## src/rtl/button_conditioner.sv

```systemverilog
// N-channel pin conditioner: two-flop synchroniser, debounce, press/release pulses
// and a press/auto-repeat strobe. All outputs are registered; level is 1 = pressed.
module button_conditioner #(
    parameter int CHANNELS        = 9,
    parameter int ACTIVE_LOW      = 1,
    parameter int DEBOUNCE_CYCLES = 270000,
    parameter int REPEAT_DELAY    = 13500000,
    parameter int REPEAT_PERIOD   = 2700000
) (
    input  logic                clock_27mhz,
    input  logic                reset_b,
    input  logic [CHANNELS-1:0] raw_in,
    input  logic [CHANNELS-1:0] repeat_en,
    output logic [CHANNELS-1:0] level,
    output logic [CHANNELS-1:0] press,
    // "release" is a reserved word, hence the suffix
    output logic [CHANNELS-1:0] release_pulse,
    output logic [CHANNELS-1:0] strobe
);

    localparam int DC_W   = $clog2(DEBOUNCE_CYCLES + 1);
    localparam int RT_MAX = (REPEAT_DELAY > REPEAT_PERIOD) ? REPEAT_DELAY : REPEAT_PERIOD;
    localparam int RT_W   = (RT_MAX < 2) ? 1 : $clog2(RT_MAX);

    localparam logic [DC_W-1:0]     DC_LAST   = DC_W'(DEBOUNCE_CYCLES - 1);
    localparam logic [RT_W-1:0]     RT_DELAY  = RT_W'(REPEAT_DELAY - 1);
    localparam logic [RT_W-1:0]     RT_PERIOD = RT_W'(REPEAT_PERIOD - 1);
    localparam logic [CHANNELS-1:0] IDLE_RAW  = (ACTIVE_LOW != 0) ? '1 : '0;

    logic [CHANNELS-1:0] sync_p0;
    logic [CHANNELS-1:0] sync_p1;
    logic [CHANNELS-1:0] active;

    // Stage p0/p1: synchroniser, loaded with the idle pin level in reset
    always_ff @(posedge clock_27mhz) begin
        if (!reset_b) begin
            sync_p0 <= IDLE_RAW;
            sync_p1 <= IDLE_RAW;
        end else begin
            sync_p0 <= raw_in;
            sync_p1 <= sync_p0;
        end
    end

    assign active = sync_p1 ^ IDLE_RAW;

    for (genvar ch = 0; ch < CHANNELS; ch++) begin : g_chan
        logic [DC_W-1:0] dc_q;
        logic [DC_W-1:0] dc_d;
        logic [RT_W-1:0] rt_q;
        logic [RT_W-1:0] rt_d;
        logic            level_q;
        logic            level_d;
        logic            press_q;
        logic            release_q;
        logic            strobe_q;
        logic            strobe_d;
        logic            rise;
        logic            fall;

        always_comb begin
            dc_d     = '0;
            level_d  = level_q;
            rt_d     = RT_DELAY;
            strobe_d = 1'b0;
            if (active[ch] != level_q) begin
                if (dc_q == DC_LAST) begin
                    level_d = active[ch];
                end else begin
                    dc_d = dc_q + 1'b1;
                end
            end
            rise = level_d & ~level_q;
            fall = level_q & ~level_d;
            // The repeat timer only runs while the key stays held on both sides of the edge
            if (rise) begin
                strobe_d = 1'b1;
            end else if (level_q && level_d && repeat_en[ch]) begin
                if (rt_q != '0) begin
                    rt_d = rt_q - 1'b1;
                end else begin
                    strobe_d = 1'b1;
                    rt_d     = RT_PERIOD;
                end
            end
        end

        // Stage p2: debounced level, edge pulses and repeat strobe
        always_ff @(posedge clock_27mhz) begin
            if (!reset_b) begin
                dc_q      <= '0;
                rt_q      <= '0;
                level_q   <= 1'b0;
                press_q   <= 1'b0;
                release_q <= 1'b0;
                strobe_q  <= 1'b0;
            end else begin
                dc_q      <= dc_d;
                rt_q      <= rt_d;
                level_q   <= level_d;
                press_q   <= rise;
                release_q <= fall;
                strobe_q  <= strobe_d;
            end
        end

        assign level[ch]         = level_q;
        assign press[ch]         = press_q;
        assign release_pulse[ch] = release_q;
        assign strobe[ch]        = strobe_q;
    end

endmodule

```

## config.mk

```make
export PLATFORM = sky130hd
export DESIGN_NAME = button_conditioner
export DESIGN_NICKNAME = d
export VERILOG_FILES = /design/src/rtl/button_conditioner.sv
export SDC_FILE = /design/constraint.sdc
export NUM_CORES = 1
export LEC_CHECK = 0
export BUFFER_PORTS_ARGS = -buffer_cell sky130_fd_sc_hd__buf_2
export CAP_MARGIN = 20
export CORE_MARGIN = 10
export CORE_UTILIZATION = 55
export CTS_CLUSTER_DIAMETER = 40
export DETAILED_ROUTE_END_ITERATION = 16
export PLACE_DENSITY = 0.7
export SLEW_MARGIN = 20
export SYNTH_ARGS = -nofsm -noshare
export SYNTH_HDL_FRONTEND = slang
export SYNTH_SLANG_ARGS = --single-unit
```

## constraint.sdc

```tcl
create_clock -name clock_27mhz -period 6.4 [get_ports clock_27mhz]
set_clock_uncertainty 0.05 [all_clocks]
set_input_delay 1.28 -clock clock_27mhz [delete_from_list [all_inputs] [get_ports clock_27mhz]]
set_output_delay 1.28 -clock clock_27mhz [all_outputs]
set_load 0.005 [all_outputs]
```

==> flow_results.org, run 1 <==
** Clock tree
- H-tree Lvls :: 2
- The number of setup buffers added after CTS is 0.
- Cells resized by post-CTS repair :: 0
- TritonCTS created 59 clock buffers.
- Worst-skew pair later-pin latency :: 600 ps
- CTS sink count :: 441
- Maximum buffer depth of the clock tree :: 3
- Clk Tree Root Cell :: clkbuf_16
- Number of buffers added to fix hold violations after cts :: 0
- TritonCTS clock tree :: done
- Clock-pin slew was measured on the worst setup and hold paths at 60 ps.

** Flow run
- The tool flagged a number of max-cap violations equal to 0.

** Global route
- The first global-routing pass estimated 65.5 mm of wire.
- For this run the aggregate overflow at the end of global routing stands at 0.
- The number of antenna violations at the first check in global routing was 0.
- Maximum number of pins on one net before global-route repair :: 71
- Total global-route track usage :: 0.170
- Number of global-route vias before repair :: 14.6k

** Synthesis
- Summed over all instances, the cell type with the most area after synthesis is dfxtp_1.
- Part of the Yosys area used for sequential elements :: 0.457
- A synthesized cell averages 8.74 um2.
- EDFF count, synth :: 0
- Top FF cell, synth :: dfxtp_1
- Library cells used by synthesis :: 66
- Yosys top cell area share :: 0.457
- Register bit total from synthesis :: 441
- Post-synth top cells :: 441 x dfxtp_1, 330 x nor2_1, 169 x xnor2_1
- Mapped Cells :: 2210
- By area the synthesized netlist is led by dfxtp_1 46%, xnor2_1 7.7%, xor2_1 6.5%.
- Among all cell types in the netlist, the one instantiated most often is dfxtp_1.
- During synthesis, Yosys emitted a total of 0 warnings.
- In this run the cell area of the synthesized design comes to 0.0193 mm2.
- Async set-or-reset flop fraction in the synthesized netlist :: 0
- Synth Net Count :: 2248

** Worst setup path
- The startpoint identified for the worst register-to-register timing path is g_chan[3].rt_q[0]$_SDFF_PN0_.
- Crit path launch type :: register
- The endpoint identified for the worst register-to-register timing path is g_chan[3].rt_q[5]$_SDFF_PP0_.
- For this run, the slowest stage of the critical path takes 730 ps.
- Of all nets on the critical path, the largest fanout is 11.
- R2R depth :: 7
- Most frequent cell on the critical path :: or4b_1
- Kind of critical path :: reg -> reg
- Slowest stage cell on the critical path :: or4b_1
- Required time worst endpoint :: 6850 ps
- Nature of the critical path endpoint :: register
- At the worst endpoint, the arrival time is 3490 ps.
- CP Cell Sequence :: inv_1 -> ha_1 -> or4b_1 -> or4b_1 -> or4_4 -> and2_4 -> and3_1
- For flop-to-flop paths, the worst setup slack is 3350 ps.

** STA
- The max-slew violation count came to 0.
- Transition time of the tightest slew-check pin :: 1010 ps
- Dividing the final minimum period by the clock period gives 0.476.
- Timing would allow up to 0.328 GHz.
- Max-Slew Margin vs Limit :: 0.316
- Setup repair after global routing left no endpoint under its margin.
- Final setup violating endpoints :: 0
- Final critical delay including setup and external delays :: 3050 ps
- The total count of hold-check failures in the final report was 0.
- Aggregate negative setup slack :: 0 ps

** Placement
- HPWL Detailed :: 24.6 mm
- During placement, the flow inserted port buffers numbering 55.
- Placer Congestion :: 0.799

** Cells and area
- # nets final :: 2253
- Syn-to-layout area delta :: 13.1%
- Inserted Diodes :: 0
- Layout cell share with drive strength beyond 1 :: 0.0848
- Post-layout utilization of the core :: 0.631
- Count of filler cells inserted in the layout :: 2904

** Pwr
- For this design the ratio of total power to cell area is 307 mW/mm2.
- The analysis attributes to cell leakage a power of 7.60 nW.
- Peak supply drop :: 0.365 mV

** Drt
- Post-detailed-route count of antenna-violating nets :: 0
- In this run, the number of DRC markers left after iteration 0 of detailed routing was 685.
- Total number of vias :: 15.0k
- Aggregate routed wire length :: 37.3 mm
- The first detailed-routing pass ran for 5 iterations.
- In the routed design, unresolved DRC markers number 0.
- Mean number of vias per cell :: 5.50
- Wire per inst :: 13.7 um

** Worst hold path
- The worst hold path terminates at sync_p1[2]$_SDFF_PN1_.
- In this run the most critical hold path is launched from sync_p0[2]$_SDFF_PN1_.
- In this run the worst hold path is classified as reg -> reg.
- Counting instances, the worst hold path has a depth of 1.

** Die
- Measured along the y axis, the die boundary spans 207 um.
- Die span in x :: 207 um
- In this run the standard cell core region covers 0.0346 mm2.
- Initial core utilization :: 0.558
- Cell Rows :: 68
- Area of the die :: 0.0430 mm2
- Number of primary I/O pins :: 56

** Outcome
- Run status :: finished, final reports clean
-- stage by stage --
stage / hold slack [ps] / cells / worst slack, ps / area [um2] / total power [W]
floorplan: 336 / 2210 / 3600 / 19300 / 0.00307
global route: 379 / 2720 / 3130 / 21800 / 0.00694
detailed placement: 346 / 2609 / 2940 / 19600 / 0.00312
CTS: 359 / 2720 / 3330 / 21800 / 0.00679
global placement: 340 / 2609 / 2970 / 19600 / 0.00311
finish: 357 / 2720 / 3350 / 21800 / 0.00671
-- routing by layer --
metal / vias up / GRT usage / wire length, um
met2: 244 / 0.283 / 17200
met5: - / 0 / 0
met1: 6964 / 0.214 / 17700
met3: 67 / 0.0311 / 1450
met4: 0 / 0.0642 / 861
li1: 7675 / - / -
-- how the worst max path moves through the flow --
stage                                       startpoint                             to  slack (ps)
final                     g_chan[3].rt_q[0]$_SDFF_PN0_   g_chan[3].rt_q[5]$_SDFF_PP0_        3350
after global routing      g_chan[8].rt_q[0]$_SDFF_PN0_   g_chan[8].rt_q[4]$_SDFF_PN0_        3130
after CTS                 g_chan[1].rt_q[0]$_SDFF_PN0_   g_chan[1].rt_q[4]$_SDFF_PN0_        3330
after detailed placement                       reset_b  g_chan[5].dc_q[12]$_SDFF_PP0_        2940
after global placement                         reset_b  g_chan[5].dc_q[12]$_SDFF_PP0_        2970
after floorplan                                reset_b  g_chan[3].rt_q[10]$_SDFF_PN0_        3600
-- cells in the final DEF, fill, tap and decap left out, types with 10 or more instances in the layout --
cell type,Yosys,final
xor2_1,143,143
nand2b_1,30,30
or3_1,38,38
nand2_1,149,149
buf_2,2,54
nand3_1,89,89
nor2b_1,10,10
a31oi_1,21,21
o21ai_0,41,41
nor4_1,65,65
bufinv_16,0,15
ha_1,18,18
clkbuf_16,0,61
nor2_1,330,330
or4_1,32,32
nand4b_1,10,10
inv_1,48,47
dfxtp_1,441,441
xnor2_1,169,169
nor3_1,93,93
nand4_1,50,50
a21oi_1,127,127
and3_1,37,37
and2_1,14,14
and4_1,18,18
-- registers in the layout, summed over array words and instances (netlist names) --
name              count
g_chan.dc_q         171
g_chan.level_q        9
g_chan.press_q        9
g_chan.release_q      9
g_chan.rt_q         216
g_chan.strobe_q       9
sync_p0               9
sync_p1               9
-- power breakdown --
group          switching [W]  internal, W
combinational       0.000103    0.0000791
clock                0.00127      0.00239
sequential         0.0000650      0.00281
-- area by class of cell --
type                            count  area, um2  area share
Multi-Input combinational cell   1604       9710       0.444
Clock inverter                     42        658      0.0301
Tap cell                          455        569      0.0261
Sequential cell                   441       8830       0.404
Inverter                           48        183     0.00836
Clock buffer                       69       1580      0.0722
Timing Repair Buffer               61        323      0.0148
-- logic make-up after synthesis --
| family | Yosys count | share of synthesized area |
|---|---|---|
| AND/OR/NAND/NOR | 1019 | 0.269 |
| flip-flops | 441 | 0.457 |
| XOR/XNOR | 312 | 0.141 |
| AO/OA/AOI/OAI | 246 | 0.0758 |
| buffers and inverters | 165 | 0.0400 |
| adder cells (fa/ha/maj) | 18 | 0.0117 |
| multiplexers | 9 | 0.00479 |
-- critical path: cells and delay by family (launching register included) --
family,cells,cell delay [ps]
and+or+nand+nor,5,2310
DFF,1,340
adders and majority gates,1,180
buffers and inverters,1,70
Note: power is estimated with default switching activity, not from simulation.
==> inputs of run 2 (changes only) <==
- clock period: 6.4 -> 3 ns (I/O delays scaled with it)
==> run 2 against run 1 <==
Core utilization shrank 0.22 points. Clock power up 94%. Non-clock buffer count increased by 17. Worst hold slack worse by 220 ps. Cell count increased by 0.44%. Global-route usage grew 0.055 points. Via count is 0.33% higher. Combinational power is 120% higher. Cell area shrank 0.36%. Register-to-register slack worse by 3100 ps. Die area stayed put. Maximum frequency rose by 11%. Critical path type unchanged. Critical endpoint unchanged. Largest cell class unchanged.
==> flow_results.org, run 2 (synthesis results as in run 1) <==
** Global route
- Initial antenna violation count :: 0 (unchanged)
- The global router's overall resource usage is 0.170 (+0.000551).
- Number of global-route vias before repair :: 14.5k (-0.68%)
- The residual overflow from global routing came to 0 (unchanged).
- The pin count of the biggest net entering global routing is 35 (-51%).
- The global-route wire length before repair was 66.0 mm (+0.87%).

** STA
- The final setup TNS was 0 ps (unchanged).
- Final critical delay including setup and external delays :: 2740 ps (-308 ps)
- Highest Clock Rate :: 0.365 GHz (+11%)
- RSZ-0062 raised after global routing :: false
- Final setup violating endpoints :: 0 (unchanged)
- Max-Slew Margin vs Limit :: 0.366 (+0.0501)
- Number of hold violations in the final report :: 0 (unchanged)
- Portion of the clock cycle consumed by the worst path in the final layout :: 0.913 (+0.437)
- The max-slew violation count was 0 (unchanged).
- Transition time of the tightest slew-check pin :: 949 ps (-61.2 ps)

** Placement
- The placed cell count was 2626 (+0.65%).
- The half-perimeter wire length after detailed placement was 25.0 mm (+1.7%).
- Count of buffers inserted at the top-level ports :: 55 (unchanged)
- The post-detailed-placement cell area came to 0.0197 mm2 (+0.65%).
- Placer Congestion :: 0.850 (+6.4%)

** Clock tree
- The hold buffer count at cts came to 0 (unchanged).
- The count of cells resized by post-cts repair is 0 (unchanged).
- The post-CTS setup-driven buffer insertion count came to 0 (unchanged).
- The CTS buffer count came to 58 (-1.7%).
- Maximum buffer depth of the clock tree :: 3 (unchanged)
- Clk Tree Root Cell :: clkbuf_16
- CTS sink count :: 441 (unchanged)
- TritonCTS built the clock tree.
- The depth of the CTS H-tree is 2 (unchanged).
- Clock-pin slew on the worst setup and hold paths :: 60 ps (about the same)
- The latest clock arrival within the worst-skew pair was 600 ps (about the same).

** Flow run
- Number of maximum-capacitance constraint violations :: 0 (unchanged)

** Die
- Number of primary I/O pins :: 56 (unchanged)
- Cell Rows :: 68 (unchanged)
- The die span in y is 207 um (unchanged).
- The die outline area is 0.0430 mm2 (unchanged).
- Initial core utilization :: 0.558 (unchanged)
- The width of the die came to 207 um (unchanged).
- The placeable core area came to 0.0346 mm2 (unchanged).

** Worst setup path
- The startpoint identified for the worst register-to-register timing path is g_chan[3].rt_q[0]$_SDFF_PN0_.
- In this run the critical register-to-register path is captured at g_chan[3].rt_q[5]$_SDFF_PP0_.
- Critical Path Max Stage Delay :: 560 ps (-170 ps)
- The maximum net fanout on the critical path was 11 (unchanged).
- Among the stages of the critical path, the cell type that occurs most often is or4b_1.
- Kind of critical path :: reg -> reg
- The critical path starts at g_chan[3].rt_q[0]$_SDFF_PN0_.
- The required time of the worst setup path was 3430 ps (-3420 ps).
- Traced cell by cell, the critical path runs through inv_1 -> ha_1 -> or4b_1 -> or4b_1 -> or4_4 -> and2_4 -> and3_1.
- Among all stages on the critical path, the largest delay is contributed by or4b_1.
- STA classifies the critical path endpoint as a register.
- The cell count of the worst reg-to-reg path came to 7 (unchanged).
- Setup slack, reg-to-reg :: 260 ps (-3090 ps)
- The arrival time at the worst endpoint came to 3170 ps (-320 ps).
- Endpoint of the most critical setup path :: g_chan[3].rt_q[5]$_SDFF_PP0_
- Crit path launch type :: register

** Pwr
- The proportion of total power due to net switching is 0.218 (+0.00376).
- The highest ir drop seen on vdd came to 0.534 mV (+46%).
- Static leakage power :: 7.58 nW (-0.20%)
- Power Density :: 626 mW/mm2 (+100%)
- The fraction of power consumed by combinational cells came to 0.029 (+0.002).
- The internal power was 0.0107 W (+100%).
- Reg power frac :: 0.451 (+0.022)
- Power dissipated by switching net loads :: 0.00296 W (+110%)
- Clock group share of total power :: 0.520 (-0.024)

** Cells and area
- Post-layout utilization of the core :: 0.629 (-0.00224)
- The cell area after layout came to 0.0218 mm2 (-0.36%).
- The top cell types in the final layout, fill and taps aside, are 441 x dfxtp_1, 330 x nor2_1, 169 x xnor2_1.
- Leading cell type in the layout, fill and taps excluded :: dfxtp_1
- The fraction of final layout cells sized beyond drive strength 1 was 0.0896 (+0.00482).
- The flip-flop count of the largest register after layout was 216 (unchanged).
- The count of placed standard cells in the final layout, fillers left out came to 2732 (+0.44%).
- Register with the most flip-flops :: g_chan.rt_q
- Inserted Diodes :: 0 (unchanged)
- The largest registers in the layout are g_chan.rt_q (216), g_chan.dc_q (171).
- The count of nets after finishing is 2269 (+0.71%).
- Syn-to-layout area delta :: 12.7%
- The filler cell count in the final layout came to 2988 (+2.9%).

** Drt
- DR DRC count :: 0 (unchanged)
- Mean number of vias per cell :: 5.49 (-0.11%)
- Initial DRC count :: 760 (+11%)
- The routed length on met2 is 17.3 mm (+0.38%).
- The iteration count of the initial detailed-routing pass came to 5 (unchanged).
- The detailed-route wire length came to 37.5 mm (+0.77%).
- Highest Signal Layer :: met4
- WL met3 :: 1.35 mm (-6.8%)
- Wire per inst :: 13.7 um (+0.33%)
- The count of vias placed by the detailed router was 15.0k (+0.33%).
- Post-detailed-route count of antenna-violating nets :: 0 (unchanged)
- The routed length on met1 came to 18.3 mm (+2.9%).

** Outcome
- The flow ran to the end, and the final reports show no timing, DRC or antenna violations.

** Worst hold path
- The min-delay analysis places its worst path in the category in -> reg.
- In this run the most critical hold path is launched from raw_in[5].
[run 2: cell count changes in the layout (fill, tap and decap cells not counted), sizes merged]
cell      delta
buf         +17
bufinv       -7
clkbuf       +3
clkinv       -2
clkinvlp     +2
inv          -1
[run 2: worst min-delay path by stage]
stage                     depth (start not counted)                    end  slack [ps]
after CTS                                         2  sync_p0[5]$_SDFF_PN1_         110
after global placement                            1  sync_p1[0]$_SDFF_PN1_         340
after floorplan                                   1  sync_p1[0]$_SDFF_PN1_         340
final                                             2  sync_p0[5]$_SDFF_PN1_         140
after detailed placement                          1  sync_p1[1]$_SDFF_PN1_         340
after global routing                              2  sync_p0[5]$_SDFF_PN1_         120
[run 2: cell type report]
cell class	count	area (um2)	share of cell area
multi-input cells	1604	9710	0.446
repair buffers	78	450	0.0207
inverters	48	183	0.00839
well taps	455	569	0.0261
clock buffers	72	1600	0.0733
clock inverters	34	434	0.0199
flip-flops and latches	441	8830	0.405
[run 2: layer usage]
layer | up-vias | GRT usage
li1 | 7701 | -
met1 | 7038 | 0.218
met2 | 205 | 0.285
met3 | 55 | 0.0352
met4 | 0 | 0.0459
met5 | - | 0
[run 2: metrics by stage]
step / hold slack, ps / setup WS [ps] / power [W]
floorplan: 336 / 276 / 0.00655
global placement: 340 / 333 / 0.00664
detailed placement: 342 / 269 / 0.00666
CTS: 106 / 252 / 0.0138
global route: 116 / 38.4 / 0.0141
finish: 135 / 261 / 0.0136
[run 2: worst max-delay path, delay by kind of cell (launching register included)]
| family | cells | cell delay [ps] |
|---|---|---|
| DFF | 1 | 350 |
| adders and majority gates | 1 | 190 |
| buffers and inverters | 1 | 70 |
| and+or+nand+nor | 5 | 1980 |
[run 2: power by group through the flow]
stage          logic (W)  clock network, W  registers, W
5_1_grt         0.000448           0.00752       0.00617
3_3_place_gp    0.000381                 0       0.00626
4_1_cts         0.000398           0.00726       0.00614
3_5_place_dp    0.000395                 0       0.00627
6_report        0.000393           0.00708       0.00615
2_1_floorplan   0.000316                 0       0.00623
